$ cat config.mk
export PLATFORM = sky130hd
export DESIGN_NAME = m_instr_fetch
export DESIGN_NICKNAME = d
export VERILOG_FILES = /design/src/rtl/fetch_pkg.sv /design/src/rtl/m_fetch_out_reg.sv /design/src/rtl/m_instr_fetch.sv
export SDC_FILE = /design/constraint.sdc
export NUM_CORES = 1
export LEC_CHECK = 0
export BUFFER_PORTS_ARGS = -buffer_cell sky130_fd_sc_hd__buf_2
export CORE_UTILIZATION = 40
export DETAILED_ROUTE_END_ITERATION = 16
export SLEW_MARGIN = 20
export SYNTH_ARGS = -nofsm -noshare
export SYNTH_HDL_FRONTEND = slang
export SYNTH_SLANG_ARGS = --single-unit
export TNS_END_PERCENT = 10
$ cat constraint.sdc
create_clock -name clk -period 6.2 [get_ports clk]
set_clock_uncertainty 0.15 [all_clocks]
set_input_delay 0.93 -clock clk [delete_from_list [all_inputs] [get_ports clk]]
set_output_delay 0.93 -clock clk [all_outputs]
set_load 0.1 [all_outputs]
$ cat src/rtl/fetch_pkg.sv
// Shared types and constants for the instruction fetch unit.
package fetch_pkg;

  typedef logic [2:0] fetch_state_t;

  localparam fetch_state_t ST_IDLE = 3'd0;
  localparam fetch_state_t ST_REQ  = 3'd1;
  localparam fetch_state_t ST_WAIT = 3'd2;
  localparam fetch_state_t ST_DROP = 3'd3;
  localparam fetch_state_t ST_HALT = 3'd4;

  localparam logic [31:0] NOP_INSTR    = 32'h0000_0013;
  localparam logic [31:0] RESET_VECTOR = 32'h8000_0000;

  typedef struct packed {
    logic [31:0] pc;
    logic [31:0] instr;
    logic        err;
  } fetch_entry_t;

endpackage

$ cat src/rtl/m_fetch_out_reg.sv
// Fetch-to-decode holding register: a head entry driving if_* plus one skid entry that
// absorbs the single response that can land while decode is stalled.
module m_fetch_out_reg
  import fetch_pkg::*;
(
  input  logic         clk,
  input  logic         rst,
  input  logic         flush,
  input  logic         load,
  input  fetch_entry_t load_entry,
  input  logic         ready,
  output logic         valid,
  output fetch_entry_t entry,
  output logic         can_issue
);

  fetch_entry_t head_q, head_d, skid_q, skid_d;
  logic         head_vld_q, head_vld_d, skid_vld_q, skid_vld_d;
  logic         head_free;

  assign head_free = !head_vld_q || ready;

  always_comb begin
    head_d     = head_q;
    skid_d     = skid_q;
    head_vld_d = head_vld_q;
    skid_vld_d = skid_vld_q;
    if (flush) begin
      head_vld_d = 1'b0;
      skid_vld_d = 1'b0;
    end else if (head_free) begin
      if (skid_vld_q) begin
        head_d     = skid_q;
        head_vld_d = 1'b1;
        skid_vld_d = load;
        if (load) begin
          skid_d = load_entry;
        end
      end else begin
        head_vld_d = load;
        if (load) begin
          head_d = load_entry;
        end
      end
    end else if (load) begin
      skid_d     = load_entry;
      skid_vld_d = 1'b1;
    end
  end

  always_ff @(posedge clk) begin
    if (rst) begin
      head_q     <= '{pc: 32'h0, instr: NOP_INSTR, err: 1'b0};
      skid_q     <= '0;
      head_vld_q <= 1'b0;
      skid_vld_q <= 1'b0;
    end else begin
      head_q     <= head_d;
      skid_q     <= skid_d;
      head_vld_q <= head_vld_d;
      skid_vld_q <= skid_vld_d;
    end
  end

  assign valid = head_vld_q;
  assign entry = head_q;
  // A new request may only start when its response is guaranteed a free entry.
  assign can_issue = !skid_vld_q && head_free;

endmodule

$ cat src/rtl/m_instr_fetch.sv
// Instruction fetch: owns pc_ff, issues one outstanding imem request, feeds decode.
// Optional misaligned-redirect fault reporting is enabled by FETCH_MISALIGN_CHK_EN.
module m_instr_fetch
  import fetch_pkg::*;
#(
  parameter int unsigned       XLEN     = 32,
  parameter logic [XLEN-1:0]   RESET_PC = RESET_VECTOR
) (
  input  logic            clk,
  input  logic            rst,
  input  logic            redirect_valid,
  input  logic [XLEN-1:0] redirect_pc,
  input  logic            fetch_stall,
  output logic            imem_req,
  output logic [XLEN-1:0] imem_addr,
  input  logic            imem_gnt,
  input  logic            imem_rsp_valid,
  input  logic [XLEN-1:0] imem_rsp_data,
  input  logic            imem_rsp_err,
  output logic            if_valid,
  output logic [XLEN-1:0] if_pc,
  output logic [XLEN-1:0] if_instr,
  output logic            if_err,
  input  logic            if_ready,
  output logic [XLEN-1:0] pc_ff,
  output logic [XLEN-1:0] pc_plus_4
);

  fetch_state_t    state_q, state_d;
  logic [XLEN-1:0] pc_q, pc_d;
  logic            load;
  fetch_entry_t    load_entry;
  fetch_entry_t    head;
  logic            can_issue;
  logic            can_go;
  logic            misaligned;
  logic            redir_misaligned;

`ifdef FETCH_MISALIGN_CHK_EN
  assign imem_addr        = pc_q;
  assign misaligned       = pc_q[1:0] != 2'b00;
  assign redir_misaligned = redirect_pc[1:0] != 2'b00;
`else
  assign imem_addr        = {pc_q[XLEN-1:2], 2'b00};
  assign misaligned       = 1'b0;
  assign redir_misaligned = 1'b0;
`endif

  assign pc_ff     = pc_q;
  assign pc_plus_4 = pc_q + XLEN'(4);
  assign imem_req  = state_q == ST_REQ;
  assign can_go    = !fetch_stall && can_issue && !redirect_valid;

  always_comb begin
    state_d    = state_q;
    pc_d       = pc_q;
    load       = 1'b0;
    load_entry = '{pc: pc_q, instr: imem_rsp_data, err: imem_rsp_err};
    case (state_q)
      ST_IDLE: begin
        if (redirect_valid) begin
          pc_d = redirect_pc;
        end else if (misaligned) begin
          if (can_issue) begin
            load             = 1'b1;
            load_entry.instr = NOP_INSTR;
            load_entry.err   = 1'b1;
            state_d          = ST_HALT;
          end
        end else if (can_go) begin
          state_d = ST_REQ;
        end
      end
      ST_REQ: begin
        if (imem_gnt) begin
          if (redirect_valid) begin
            pc_d    = redirect_pc;
            state_d = ST_DROP;
          end else begin
            state_d = ST_WAIT;
          end
        end else if (redirect_valid) begin
          // Ungranted: retarget in place; a misaligned target must not reach the bus.
          pc_d = redirect_pc;
          if (redir_misaligned) begin
            state_d = ST_IDLE;
          end
        end
      end
      ST_WAIT: begin
        if (redirect_valid) begin
          pc_d    = redirect_pc;
          state_d = imem_rsp_valid ? ST_IDLE : ST_DROP;
        end else if (imem_rsp_valid) begin
          load = 1'b1;
          if (imem_rsp_err) begin
            state_d = ST_HALT;
          end else begin
            pc_d    = pc_plus_4;
            state_d = can_go ? ST_REQ : ST_IDLE;
          end
        end
      end
      ST_DROP: begin
        if (redirect_valid) begin
          pc_d = redirect_pc;
        end
        if (imem_rsp_valid) begin
          state_d = ST_IDLE;
        end
      end
      ST_HALT: begin
        if (redirect_valid) begin
          pc_d    = redirect_pc;
          state_d = ST_IDLE;
        end
      end
      default: state_d = ST_IDLE;
    endcase
  end

  always_ff @(posedge clk) begin
    if (rst) begin
      state_q <= ST_IDLE;
      pc_q    <= RESET_PC;
    end else begin
      state_q <= state_d;
      pc_q    <= pc_d;
    end
  end

  m_fetch_out_reg u_out_reg (
    .clk        (clk),
    .rst        (rst),
    .flush      (redirect_valid),
    .load       (load),
    .load_entry (load_entry),
    .ready      (if_ready),
    .valid      (if_valid),
    .entry      (head),
    .can_issue  (can_issue)
  );

  assign if_pc    = head.pc;
  assign if_instr = head.instr;
  assign if_err   = head.err;

endmodule
# Word-level counts from Yosys, hierarchy flattened
# Cells that the tools add are included.
# word_totals
regBits	167
latch_bits	0
mem_bits_rw	0
mem_bits_ro	0
inputBits	72
out_inout_bits	163
wordCells	72
mem_count	0
# op_classes
n_addsub	1
n_mul	0
div	0
order_cmp	0
n_eq_ne	13
shifts	0
n_mux	29
n_bitwise	1
n_reduce_logical	18
# ops
operator	count
two-way mux 65 bit	5
two-way mux 32 bit	4
one-hot mux 32 bit (2 select lines)	1
adder 32 x 3 -> 32 bit, second input constant	1
two-way mux 3 bit	8
one-hot mux 3 bit (5 select lines)	1
two-way mux 1 bit	9
inequality test 2 bit, second input constant	4
== test 3 x 2 -> 1 bit, second input constant	2
inequality test 2 x 1 -> 1 bit, second input constant	3
inequality test 3 bit, second input constant	2
AND reduction 6 bit	1
nonzero test 2 bit	3
logical NOT 1 bit	4
AND reduction 4 bit	1
OR reduction 4 bit	1
== test 3 x 1 -> 1 bit, second input constant	1
== test 3 bit, second input constant	1
logical AND 1 bit	3
logical NOT 3 bit	1
AND reduction 3 bit	1
two-way mux 2 bit	1
AND reduction 2 bit	1
OR reduction 2 bit	1
other kinds (2)	2

# Depth between registers and ports, before layout
# Gate-level depths: netlist of run 1.
# depth
word_depth	10
depth_mapped	8

# Cells and area by module
# From an unflattened synthesis of run 1, not the netlist that was laid out.
# unflattened
cells_unflattened	977
hier_area_um2	9135.0
# by_module_without_submodules
module	instances	cells_per_inst	area_per_inst_um2	seq_area_each_um2
m_fetch_out_reg	1	595	6222.2	2642.5
m_instr_fetch	1	382	2912.8	700.7

# Least setup slack after synthesis of run 1
# OpenSTA, ideal clock, no wires.
# synth_path
kind	reg2out
startpoint	register pc_q[2] (netlist: pc_ff[2])
endpoint	output pc_plus_4[20]
arrival_ps	3857
t_required_ps	5120
setup_slack_ps	1263
stages_incl_launch_ff	6
path_cell_list	dfxtp_1 > ha_1 > nand3_1 > nor3_2 > nand4_1 > xnor2_1
# synth_via
elab_chain_cells	1
# synth_lines
item	line_no	text
start: declaration	m_instr_fetch.sv:30	logic [XLEN-1:0] pc_q, pc_d;
start signal: assignment	m_instr_fetch.sv:128	pc_q <= pc_d;
adder 32 x 3 -> 32 bit	m_instr_fetch.sv:50	assign pc_plus_4 = pc_q + XLEN'(4);
end: declaration	m_instr_fetch.sv:26	output logic [XLEN-1:0] pc_plus_4
# No other way between the ends.

# Worst setup path in the final report of run 1
# Same ends and word-level chain as after synthesis.

==> results, run 1 <==
- The detailed router finished its first iteration with 413 violations.
- After technology mapping, the gate count stands at 960.
- The clock drives 167 sinks.
- The number of inserted diodes is 0.
- Sequential cells burn 39.6% of the power.
- For this design the ratio of total power to cell area is 303.4 nW/µm².
- The critical path data required time is 5.12 ns.
- Clock-pin slew was measured on the worst setup and hold paths at 0.07 ns.
- The wire length of the first global-routing pass is 34.44 mm.
- Setup repair after global routing left no endpoint under its margin.
- The kind of critical path is flop to output pin.
- The area of the mapped netlist is 7986 µm².
- The cts-stage hold buffer count is 0.
- TritonCTS built the clock tree.
- The starting density of the core is 40.90%.
- Of the total synthesized cell area, the portion taken by XOR and XNOR cells is 3.071%.
- STA classifies the critical path startpoint as a flop.
- Global routing used 21.49% of the available tracks across all layers.
- The time the final worst path needs with I/O delays and setup is 4.286 ns.
- Relative to the synthesized area, the layout overhead comes to 19.65%.
- The number of buffer and inverter instances along the worst setup path is 1.
- The count of nets after finishing is 1172.
- Counting flops and latches in the post-synthesis netlist gives 167.
- The total die area is 20530 µm².
- The number of buffer cells added on primary ports is 232.
- The endpoint type of the worst setup path is an output pin.
- For this run, the detailed router's first-pass iteration total came to 5.
- The wire length per cell is 16.31 µm.
- The share of total power consumed by net switching is 36.82%.
- The number of maximum-capacitance constraint violations is 0.
- CTS built an H-tree with a depth of 4.
- The highest-delay cell along the critical path is nor3_2.
- The number of gates given a new drive strength after cts is 0.
- The global placement routability congestion is 0.7991.
- The total of warnings raised by yosys is 0.
- The core region area is 19530 µm².
- The number of synthesized flops with an enable pin is 0.
- The count of buffers added by post-CTS timing repair for setup is 0.
- The final count of pins violating max slew is 0.
- The utilization after layout is 48.94%.
- The number of vias per cell after detailed routing is 5.238.
- The cell taking the most area after synthesis is dfxtp_1.
- The floorplan step set the die height to 143.3 µm.
- The relative max-transition margin is 44.56%.
- The ratio of cells with drive above 1 in the final layout is 26.17%.
- The number of distinct library cells after synthesis is 65.
- The wire length reported by the detailed router is 22.46 mm.
- The number of filler instances in the final layout is 1947.
- The clock insertion delay at the later pin of the skew report is 0.42 ns.
- Data arrives at the worst endpoint at 3.21 ns.
- The synthesized netlist devotes 17.44% of its cell area to compound gates.
- Counting instances, the worst hold path has a depth of 2.
- Among all flip-flop cells after synthesis, the most frequent one is dfxtp_1.
- The number of cell rows is 51.
- The largest voltage drop on the vdd net is 210.2 µV.
- Measured in cells, the most critical reg-to-reg path has a length of 6.
- The via count of the first global-routing pass is 6301.
- No sink is reached through more buffers than the 2 on the longest clock path.
- The cell count along the critical path is 6.
- In this run, the clock network consumes 38.3% of the power.
- Walking the worst path, the cells encountered are ha_1 > nand3_1 > nor3_2 > nand4_1 > xnor2_1 > buf_2.
- The number of antenna violations at the first check in global routing was 0.
- The critical-path maximum fanout is 10.
- After synthesis, the cell types taking the most area are dfxtp_1, mux2i_1, nand2_1, a211oi_1, a21oi_1.
- Of the total synthesized cell area, the portion taken by full adders, half adders and majority gates is 0.1567%.
- TritonCTS created 17 clock buffers.
- The portion of the post-synthesis area used by sequential elements is 41.86%.
- The final setup violation count is 0.
- The clock tree root buffer cell is clkbuf_16.
- At the pin with the least slew margin, the transition time is 0.8317 ns.
- The smallest hold slack is 0.3043 ns.
- The run finished with clean final reports.
- The largest delay contributor family on the critical path is simple AND/OR/NAND/NOR gates.
- The share of power burned in combinational logic is 22.1%.
- The estimated wirelength of the detail-placed design is 14.57 mm.
- The total congestion overflow after global routing is 0.
- The classification of the worst-slack hold path is flop to flop.
- The maximum number of pins on one net before global-route repair is 98.
- Summed over its instances, the top area cell type makes up 41.86% of the synthesized netlist area.
- The internal power summed over all cells is 1832 µW.
- The total negative slack for setup checks is 0 ns.
- The number of vias after detailed routing is 7213.
- Before CTS, the worst setup slack after placement is 2.447 ns.
- The mean instance size in the synthesized netlist is 8.319 µm².
- Across all setup checks in the final design, the least slack found is 1.914 ns.
- For this design the static power due to leakage is 0.003630 µW.
- The final-report hold violation count is 0.
- The share of cell area taken by muxes after synthesis is 8.664%.
- The biggest cell delay along the critical path is 0.75 ns.
- The post-synthesis async set-or-reset flop share is 0%.
- The maximum clock rate is 233.3 MHz.
- dfxtp_1 is the most common cell in the netlist.
- The synthesized netlist devotes 19.99% of its cell area to simple gates.
- For this run, design rule violations remaining after detail routing come to 0.
- In this run the power spent charging and discharging nets is 1067 µW.
- Counting instances in the post-synthesis netlist gives the leading cell types as dfxtp_1, nand2_1, a21oi_1.
- The final antenna-violating net count is 0.
- The share of the clock period used by the worst path is 69.12%.
- After synthesis, the largest family of logic cells by area is simple AND/OR/NAND/NOR gates.
- 235 I/O pins were placed.
- The die span in x is 143.3 µm.
-- cells in the final DEF (no fill, tap or decap), drive strengths merged, types with 12 or more instances in the layout --
cell    count
a211oi     64
a21oi      86
buf       243
clkbuf     19
dfxtp     167
inv        21
mux2i      68
nand2     166
nand3      20
nor2       81
nor3       20
o21ai      12
xnor2      23
-- tightest hold or removal path: cells and delay by family, from the launching register on --
kind             cells  cell delay [ns]
flip-flops           1             0.31
AND/OR/NAND/NOR      1             0.05
AO/OA/AOI/OAI        1             0.05
-- power groups by stage --
stage                     clock, µW  sequential [µW]  combinational (µW)
after floorplan                   0             1310                 411
after global placement            0             1170                 643
after detailed placement          0             1170                 641
after CTS                      1140             1150                 642
after global routing           1180             1150                 664
final                          1110             1150                 641
-- sequential cells by signal, summed over array words and instances (netlist names) --
signal                flops
pc_ff                    32
state_q                   3
u_out_reg.entry          65
u_out_reg.skid_q         65
u_out_reg.skid_vld_q      1
u_out_reg.valid           1
-- cell type report --
type	instances	area, µm²	area share [%]
clock buffer	19	452.9	4.740
clock inverter	13	160.2	1.676
sequential	167	3347	35.03
multi-input combinational	657	3965	41.50
inverter	13	48.80	0.5107
timing repair buffer	243	1250	13.08
tap	265	331.6	3.470
-- metal layers --
layer	GRT usage, %	vias to the layer above	wire length (µm)
li1	-	3614	-
met1	29.85	3371	10620
met2	33.30	212	10280
met3	4.365	16	1305
met4	6.775	0	250
met5	0	-	0
-- through the flow --
step	std cells	total power, µW	area [µm²]
6_report	1377	2899	9555
5_1_grt	1377	2998	9555
4_1_cts	1377	2926	9555
3_5_place_dp	1345	1813	8942
3_3_place_gp	1345	1813	8942
2_1_floorplan	961	1724	7990
-- worst paths after layout --
kind	start	endpoint	slack, ns
max reg2reg	pc_ff[2]	pc_ff[20]	3.40
min	u_out_reg.skid_q[12]	u_out_reg.skid_q[12]	0.30
max	pc_ff[2]	pc_plus_4[20]	1.91
min reg2reg	u_out_reg.skid_q[12]	u_out_reg.skid_q[12]	0.30
-- logic make-up (layout without fill, tap and decap cells) --
logic type / Yosys count / in the layout
compound gates: 213 / 213
fa+ha+maj: 1 / 1
other cells: 1 / 2
flops: 167 / 167
xor+xnor: 28 / 28
buf+inv: 137 / 288
simple gates: 344 / 344
mux: 69 / 69
(Power assumes the default switching activity.)
==> run 2, diff against run 1 <==
- PLACE_DENSITY: not set -> 0.67
- clock period: 6.2 -> 3.51 ns (I/O delays scaled with it)
==> run 2 against run 1 <==
  * Power up 78%
  * Core utilization rose by 1.9 points
  * Flip-flop and latch count unchanged
  * Worst setup slack worse by 1.9 ns
  * Critical path type unchanged
  * Largest cell class unchanged
==> results, run 2 (synthesis gave the netlist of run 1 again) <==
- The setup slack of the worst register-to-register path was 0.92 ns (was 3.40 ns).
- The cell area power density is 518.8 nW/µm² (was 303.4 nW/µm²).
- The clock insertion delay at the later pin of the skew report is 0.43 ns (was 0.42 ns).
- The capturing element of the worst setup path is pc_plus_4[31] (was pc_plus_4[20]).
- Unrepaired setup endpoints after global routing: yes (was no).
- The routed wire length on met3 is 1.408 mm (was 1.305 mm).
- The kind of critical path is flop to output pin (unchanged).
- Most frequent cells in the layout: buf_2, nand2_1, dfxtp_1, a21oi_1, nor2_1 (unchanged).
- The power after layout was 5150 µW (was 2899 µW).
- The leakage power figure is 0.003829 µW (was 0.003630 µW).
- The via count of the first global-routing pass is 6525 (was 6301).
- The topmost layer with routed signal wires was met5 (was met4).
- The critical path launch point type is a flop (unchanged).
- The slew at the pin closest to its max-slew limit is 0.7383 ns (was 0.8317 ns).
- The maximum clock rate is 289.8 MHz.
- The wire length per cell was 15.98 µm (was 16.31 µm).
- The total die area came to 20530 µm² (unchanged).
- The number of optimization iterations in the first detailed-route pass is 5 (unchanged).
- The TritonCTS clock tree is yes (unchanged).
- The time the final worst path needs with I/O delays and setup is 3.450 ns.
- The number of filler instances in the final layout came to 1910 (was 1947).
- The number of maximum-capacitance constraint violations is 0 (unchanged).
- The data arrival time of the critical path is 2.77 ns (was 3.21 ns).
- The number of DRC violations after detailed routing is 0 (unchanged).
- The starting density of the core came to 40.90% (unchanged).
- The largest voltage drop on the vdd net is 314.8 µV (was 210.2 µV).
- The critical path data required time is 2.83 ns (was 5.12 ns).
- The wire length reported by the detailed router is 22.18 mm (was 22.46 mm).
- The origin of the critical flop-to-flop path is pc_ff[4] (was pc_ff[2]).
- The endpoint type of the worst setup path is an output pin (unchanged).
- The die boundary height came to 143.3 µm (unchanged).
- The relative max-transition margin is 50.78% (was 44.56%).
- The total congestion overflow after global routing is 0 (unchanged).
- The area growth from synthesis to layout came to 24.28% (was 19.65%).
- The number of antenna violations at the first check in global routing is 4 (was 0).
- Result of the run: finished clean (unchanged).
- The classification of the worst-slack hold path is input port to flop (was flop to flop).
- The endpoint of the lowest-slack register-to-register path is pc_ff[21] (was pc_ff[20]).
- The final antenna-violating net count came to 0 (unchanged).
- The number of buffers between clock root and the deepest sink is 2 (unchanged).
- The maximum number of pins on one net before global-route repair is 93 (was 98).
- The final count of pins violating max slew was 0 (unchanged).
- The number of clock buffers inserted by TritonCTS is 17 (unchanged).
- The final setup violation count is 0 (unchanged).
- The most frequent standard cell in the layout excluding fill and tap cells was buf_2 (unchanged).
- The DRC violation total after the first TritonRoute iteration is 440 (was 413).
- The all-layer global routing usage is 21.62% (was 21.49%).
- The total met2 wirelength after detailed routing is 10.33 mm (was 10.28 mm).
- The critical-path maximum fanout is 12 (was 10).
- The depth of the worst register-to-register path was 6 (unchanged).
- The utilization after layout is 50.83% (was 48.94%).
- The wire length on met1 is 10.14 mm (was 10.62 mm).
- The core region area was 19530 µm² (unchanged).
- The number of buffer cells added on primary ports is 232 (unchanged).
- The deepest level of the CTS H-tree is 4 (unchanged).
- The die span in x was 143.3 µm (unchanged).
- The number of clock sinks is 167 (unchanged).
- The source of the critical timing path is pc_ff[4] (was pc_ff[2]).
- The final-report hold violation count was 0 (unchanged).
- The number of cell rows is 51 (unchanged).
- The clock transition at the register clock pins on the worst setup and hold paths after CTS is 0.07 ns (about the same).
- The wire length of the first global-routing pass is 34.82 mm (was 34.44 mm).
- The count of nets after finishing is 1180 (was 1172).
- The cts-stage hold buffer count is 0 (unchanged).
- The global placement routability congestion is 0.8144 (was 0.7991).
- The number of vias after detailed routing came to 7287 (was 7213).
- The final critical path takes up 98.30% of the cycle.
- The number of vias per cell after detailed routing is 5.250 (was 5.238).
- The number of top-level pins came to 235 (unchanged).
- The clock tree root buffer cell was clkbuf_16 (unchanged).
- The estimated wirelength of the detail-placed design is 14.75 mm (was 14.57 mm).
- The ratio of cells with drive above 1 in the final layout came to 29.38% (was 26.17%).
[run 2: through the flow]
stage | instances | hold slack [ns] | area, µm² | TNS [ns] | worst slack, ns
3_3_place_gp | 1350 | 0.2901 | 9278 | 0 | 0.5882
6_report | 1388 | 0.1633 | 9926 | 0 | 0.05984
5_1_grt | 1386 | 0.1712 | 9921 | -0.05907 | -0.02337
3_5_place_dp | 1350 | 0.2959 | 9278 | 0 | 0.5418
2_1_floorplan | 961 | 0.2860 | 8158 | -4.185 | -0.3922
4_1_cts | 1382 | 0.1503 | 9893 | 0 | 0.02179
[run 2: worst max-delay path, stage by stage, from the launching register on]
cell and delay [ns]:
dfxtp_1 0.56, nand4_1 0.38, nor3_4 0.43, buf_4 0.18, and4_1 0.31, xor2_2 0.26
buf_12 0.21
[run 2: where the power goes]
part	internal [µW]	total, µW	switching (µW)
logic	218	1170	956
registers	1940	2030	93.0
clock network	1080	1940	863
total	3240	5150	1910
[run 2: area by class of cell]
| cell class | instances | area, µm² | area share [%] |
|---|---|---|---|
| antenna | 3 | 7.507 | 0.07563 |
| clock buffer | 17 | 425.4 | 4.286 |
| clock inverter | 15 | 190.2 | 1.916 |
| inverter | 13 | 48.80 | 0.4916 |
| multi-input combinational | 657 | 4119 | 41.50 |
| sequential | 167 | 3361 | 33.86 |
| tap | 265 | 331.6 | 3.340 |
| timing repair buffer | 251 | 1443 | 14.53 |
[run 2: worst min path at each step]
stage	start	endpoint	slack, ns	cells after the start
finish	redirect_pc[30]	pc_ff[30]	0.16	3
global route	redirect_pc[30]	pc_ff[30]	0.17	3
CTS	redirect_pc[30]	pc_ff[30]	0.15	3
detailed placement	u_out_reg.entry[5]	u_out_reg.entry[5]	0.30	1
global placement	u_out_reg.entry[1]	u_out_reg.entry[1]	0.29	1
floorplan	u_out_reg.skid_q[0]	u_out_reg.skid_q[0]	0.29	2
[run 2: timing repair]
item / 4_1_cts / 5_1_grt
buffers inserted: 0 / 3
gates resized for setup: 0 / 1
hold endpoints to repair: 0 / 0
endpoints found under the setup margin: 0 / 5
[run 2: per-layer routing]
| layer | vias to the layer above | track usage (%) |
|---|---|---|
| li1 | 3626 | - |
| met4 | 2 | 7.111 |
| met2 | 228 | 34.27 |
| met1 | 3405 | 28.80 |
| met3 | 26 | 5.132 |
| met5 | - | 0 |
==> run 3, diff against run 2 <==
- SETUP_SLACK_MARGIN: not set -> 0.1
==> run 3 against run 2 <==
  * Maximum frequency rose by 2.8%
  * Flip-flop and latch count did not move
  * Worst hold slack improved by 0.0018 ns
  * Critical endpoint is now pc_plus_4[28]
  * Die area did not move
  * Non-clock buffer count rose by 1
  * Sequential power barely moved
  * Critical path depth did not move
  * Count of clock-buffer cells in the layout rose by 3
  * Core utilization fell by 0.24 points
==> results, run 3 (synthesis gave the netlist of run 1 again) <==
- Result of the run: finished clean (unchanged).
- The number of vias per cell after detailed routing is 5.272 (was 5.250).
- The power after layout is 5050 µW (was 5150 µW).
- The origin of the critical flop-to-flop path is state_q[0] (was pc_ff[4]).
- The final-report hold violation count is 0 (unchanged).
- The classification of the worst-slack hold path was input port to flop (unchanged).
- The number of buffer and inverter instances along the worst setup path is 2 (unchanged).
- The die span in x was 143.3 µm (unchanged).
- The maximum number of pins on one net before global-route repair is 81 (was 93).
- The wire length per cell came to 16.14 µm (was 15.98 µm).
- The starting density of the core is 40.90% (unchanged).
- The wire length of the first global-routing pass is 34.76 mm (was 34.82 mm).
- The deepest level of the CTS H-tree was 4 (unchanged).
- The die boundary height is 143.3 µm (unchanged).
- The number of vias after detailed routing came to 7317 (was 7287).
- The share of the clock period used by the worst path is 95.58% (was 98.30%).
- The count of buffers added by post-CTS timing repair for setup is 0 (unchanged).
- The TritonCTS clock tree is yes (unchanged).
- The maximum clock rate was 298.1 MHz (was 289.8 MHz).
- The internal power summed over all cells was 3148 µW (was 3238 µW).
- The number of gates given a new drive strength after cts is 0 (unchanged).
- Most frequent cells in the layout: buf_2, nand2_1, dfxtp_1, a21oi_1, nor2_1 (unchanged).
- The switching power total was 1902 µW (was 1912 µW).
- The number of optimization iterations in the first detailed-route pass was 6 (was 5).
- The highest-delay cell along the critical path is or4_1 (was dfxtp_1).
- The leakage power figure came to 0.003830 µW (was 0.003829 µW).
- The DRC violation total after the first TritonRoute iteration is 427 (was 440).
- The number of maximum-capacitance constraint violations is 0 (unchanged).
- The critical path launch point type was a flop (unchanged).
- The ratio of cells with drive above 1 in the final layout was 29.97% (was 29.38%).
- The final count of pins violating max slew is 0 (unchanged).
- The final setup violation count was 0 (unchanged).
- The count of nets after finishing is 1181 (was 1180).
- The critical-path maximum fanout is 7 (was 12).
- The final instance area is 9879 µm² (was 9926 µm²).
- The final antenna-violating net count came to 0 (unchanged).
- The core region area came to 19530 µm² (unchanged).
- The number of cell rows is 51 (unchanged).
- The number of filler instances in the final layout is 1877 (was 1910).
- The clock insertion delay at the later pin of the skew report is 0.43 ns (about the same).
- The number of DRC violations after detailed routing came to 0 (unchanged).
- The share of total power consumed by net switching is 37.66% (was 37.13%).
- Unrepaired setup endpoints after global routing: yes (unchanged).
- The clock transition at the register clock pins on the worst setup and hold paths after CTS is 0.07 ns (about the same).
- The utilization after layout is 50.60% (was 50.83%).
- The source of the critical timing path is pc_ff[11] (was pc_ff[4]).
- The number of antenna violations at the first check in global routing is 4 (unchanged).
- The total die area was 20530 µm² (unchanged).
- The data arrival time of the critical path is 2.68 ns (was 2.77 ns).
- The number of clock buffers inserted by TritonCTS is 17 (unchanged).
- The critical path data required time is 2.83 ns (about the same).
- The clock network fraction of total power came to 36.5% (was 37.7%).
- The largest delay contributor family on the critical path was simple AND/OR/NAND/NOR gates (unchanged).
- The global placement routability congestion is 0.8041 (was 0.8144).
- The via count of the first global-routing pass came to 6489 (was 6525).
- The number of buffer cells added on primary ports was 232 (unchanged).
- The all-layer global routing usage is 21.66% (was 21.62%).
- The clock tree root buffer cell is clkbuf_16 (unchanged).
- The portion of total power attributed to sequential cells is 40.2% (was 39.5%).
- The slew at the pin closest to its max-slew limit is 0.8607 ns (was 0.7383 ns).
- Cell Chain, Critical Path: nand4_4 > or4_1 > nor3_1 > buf_4 > xor2_2 > buf_2 (was nand4_1 > nor3_4 > buf_4 > and4_1 > xor2_2 > buf_12).
- The relative max-transition margin is 42.62% (was 50.78%).
- The non-filler instance count after layout is 1388 (unchanged).
- The time the final worst path needs with I/O delays and setup is 3.355 ns (was 3.450 ns).
- The source of the worst hold timing path is redirect_pc[26] (was redirect_pc[30]).
- The biggest cell delay along the critical path is 0.58 ns (was 0.56 ns).
- The endpoint type of the worst setup path is an output pin (unchanged).
- The number of top-level pins was 235 (unchanged).
- The kind of critical path is flop to output pin (unchanged).
- The number of clock sinks came to 167 (unchanged).
- The number of buffers between clock root and the deepest sink is 2 (unchanged).
- The largest voltage drop on the vdd net came to 349.4 µV (was 314.8 µV).
- The share of power burned in combinational logic came to 23.4% (was 22.8%).
- The most frequent standard cell in the layout excluding fill and tap cells is buf_2 (unchanged).
- The total congestion overflow after global routing was 0 (unchanged).
- The cts-stage hold buffer count is 0 (unchanged).
- The placed standard-cell area was 9288 µm² (was 9278 µm²).
- The estimated wirelength of the detail-placed design came to 14.98 mm (was 14.75 mm).
- The cell area power density is 511.2 nW/µm² (was 518.8 nW/µm²).
- The wire length reported by the detailed router is 22.41 mm (was 22.18 mm).
- The post-placement cell count was 1352 (was 1350).
- The area growth from synthesis to layout is 23.70% (was 24.28%).
## run 3: cell count changes in the layout (fill, tap and decap cells not counted), moves of 2 or more
cell / delta
clkbuf_8: +3
bufinv_16: -2
inv_6: +3
dfxtp_2: +6
dfxtp_1: -6
buf_4: +2
clkinv_8: -2
clkinvlp_4: -2
## run 3: worst register-to-register path: stages, from the launching register on
cell     delay, ns
dfxtp_1       0.50
mux2i_1       0.65
or2_2         0.70
nor2_1        0.23
a311o_1       0.39
## run 3: final timing paths
path | slack [ns] | depth (start not counted) | to
worst min-delay path | 0.17 | 3 | pc_ff[26]
worst max-delay path | 0.16 | 6 | pc_plus_4[28]
worst min register to register | 0.30 | 2 | u_out_reg.skid_q[49]
worst max register to register | 0.77 | 4 | pc_ff[20]
## run 3: cell type report
class / count / area, µm² / share of cell area (%)
repair buffers: 252 / 1435 / 14.53
multi-input cells: 657 / 4119 / 41.69
well taps: 265 / 331.6 / 3.356
flip-flops and latches: 167 / 3368 / 34.09
diodes: 2 / 5.005 / 0.05066
clock buffers: 20 / 466.7 / 4.724
clock inverters: 12 / 105.1 / 1.064
inverters: 13 / 48.80 / 0.4939
## run 3: metrics by stage
step / hold slack [ns] / TNS (ns) / setup WS (ns)
2_1_floorplan: 0.2860 / -1.509 / -0.3004
3_3_place_gp: 0.2905 / 0 / 0.6572
3_5_place_dp: 0.2958 / 0 / 0.6545
4_1_cts: 0.1550 / 0 / 0.1552
5_1_grt: 0.1761 / 0 / 0.06280
6_report: 0.1651 / 0 / 0.1551
## run 3: power groups by stage
stage | combinational, µW | clock (µW) | sequential, µW
after floorplan | 740 | 0 | 2330
after global placement | 1180 | 0 | 2070
after detailed placement | 1180 | 0 | 2070
after CTS | 1180 | 1870 | 2030
after global routing | 1220 | 1960 | 2040
final | 1180 | 1840 | 2030
## run 3: per-layer routing
layer  wire, µm  part of all wire [%]  track usage [%]  up-vias
met3       1407                   6.3            5.232       27
li1           -                     -                -     3631
met5         12                 0.054                0        -
met4        376                   1.7            6.383        2
met1      10330                    46            29.33     3428
met2      10280                    46            34.07      229
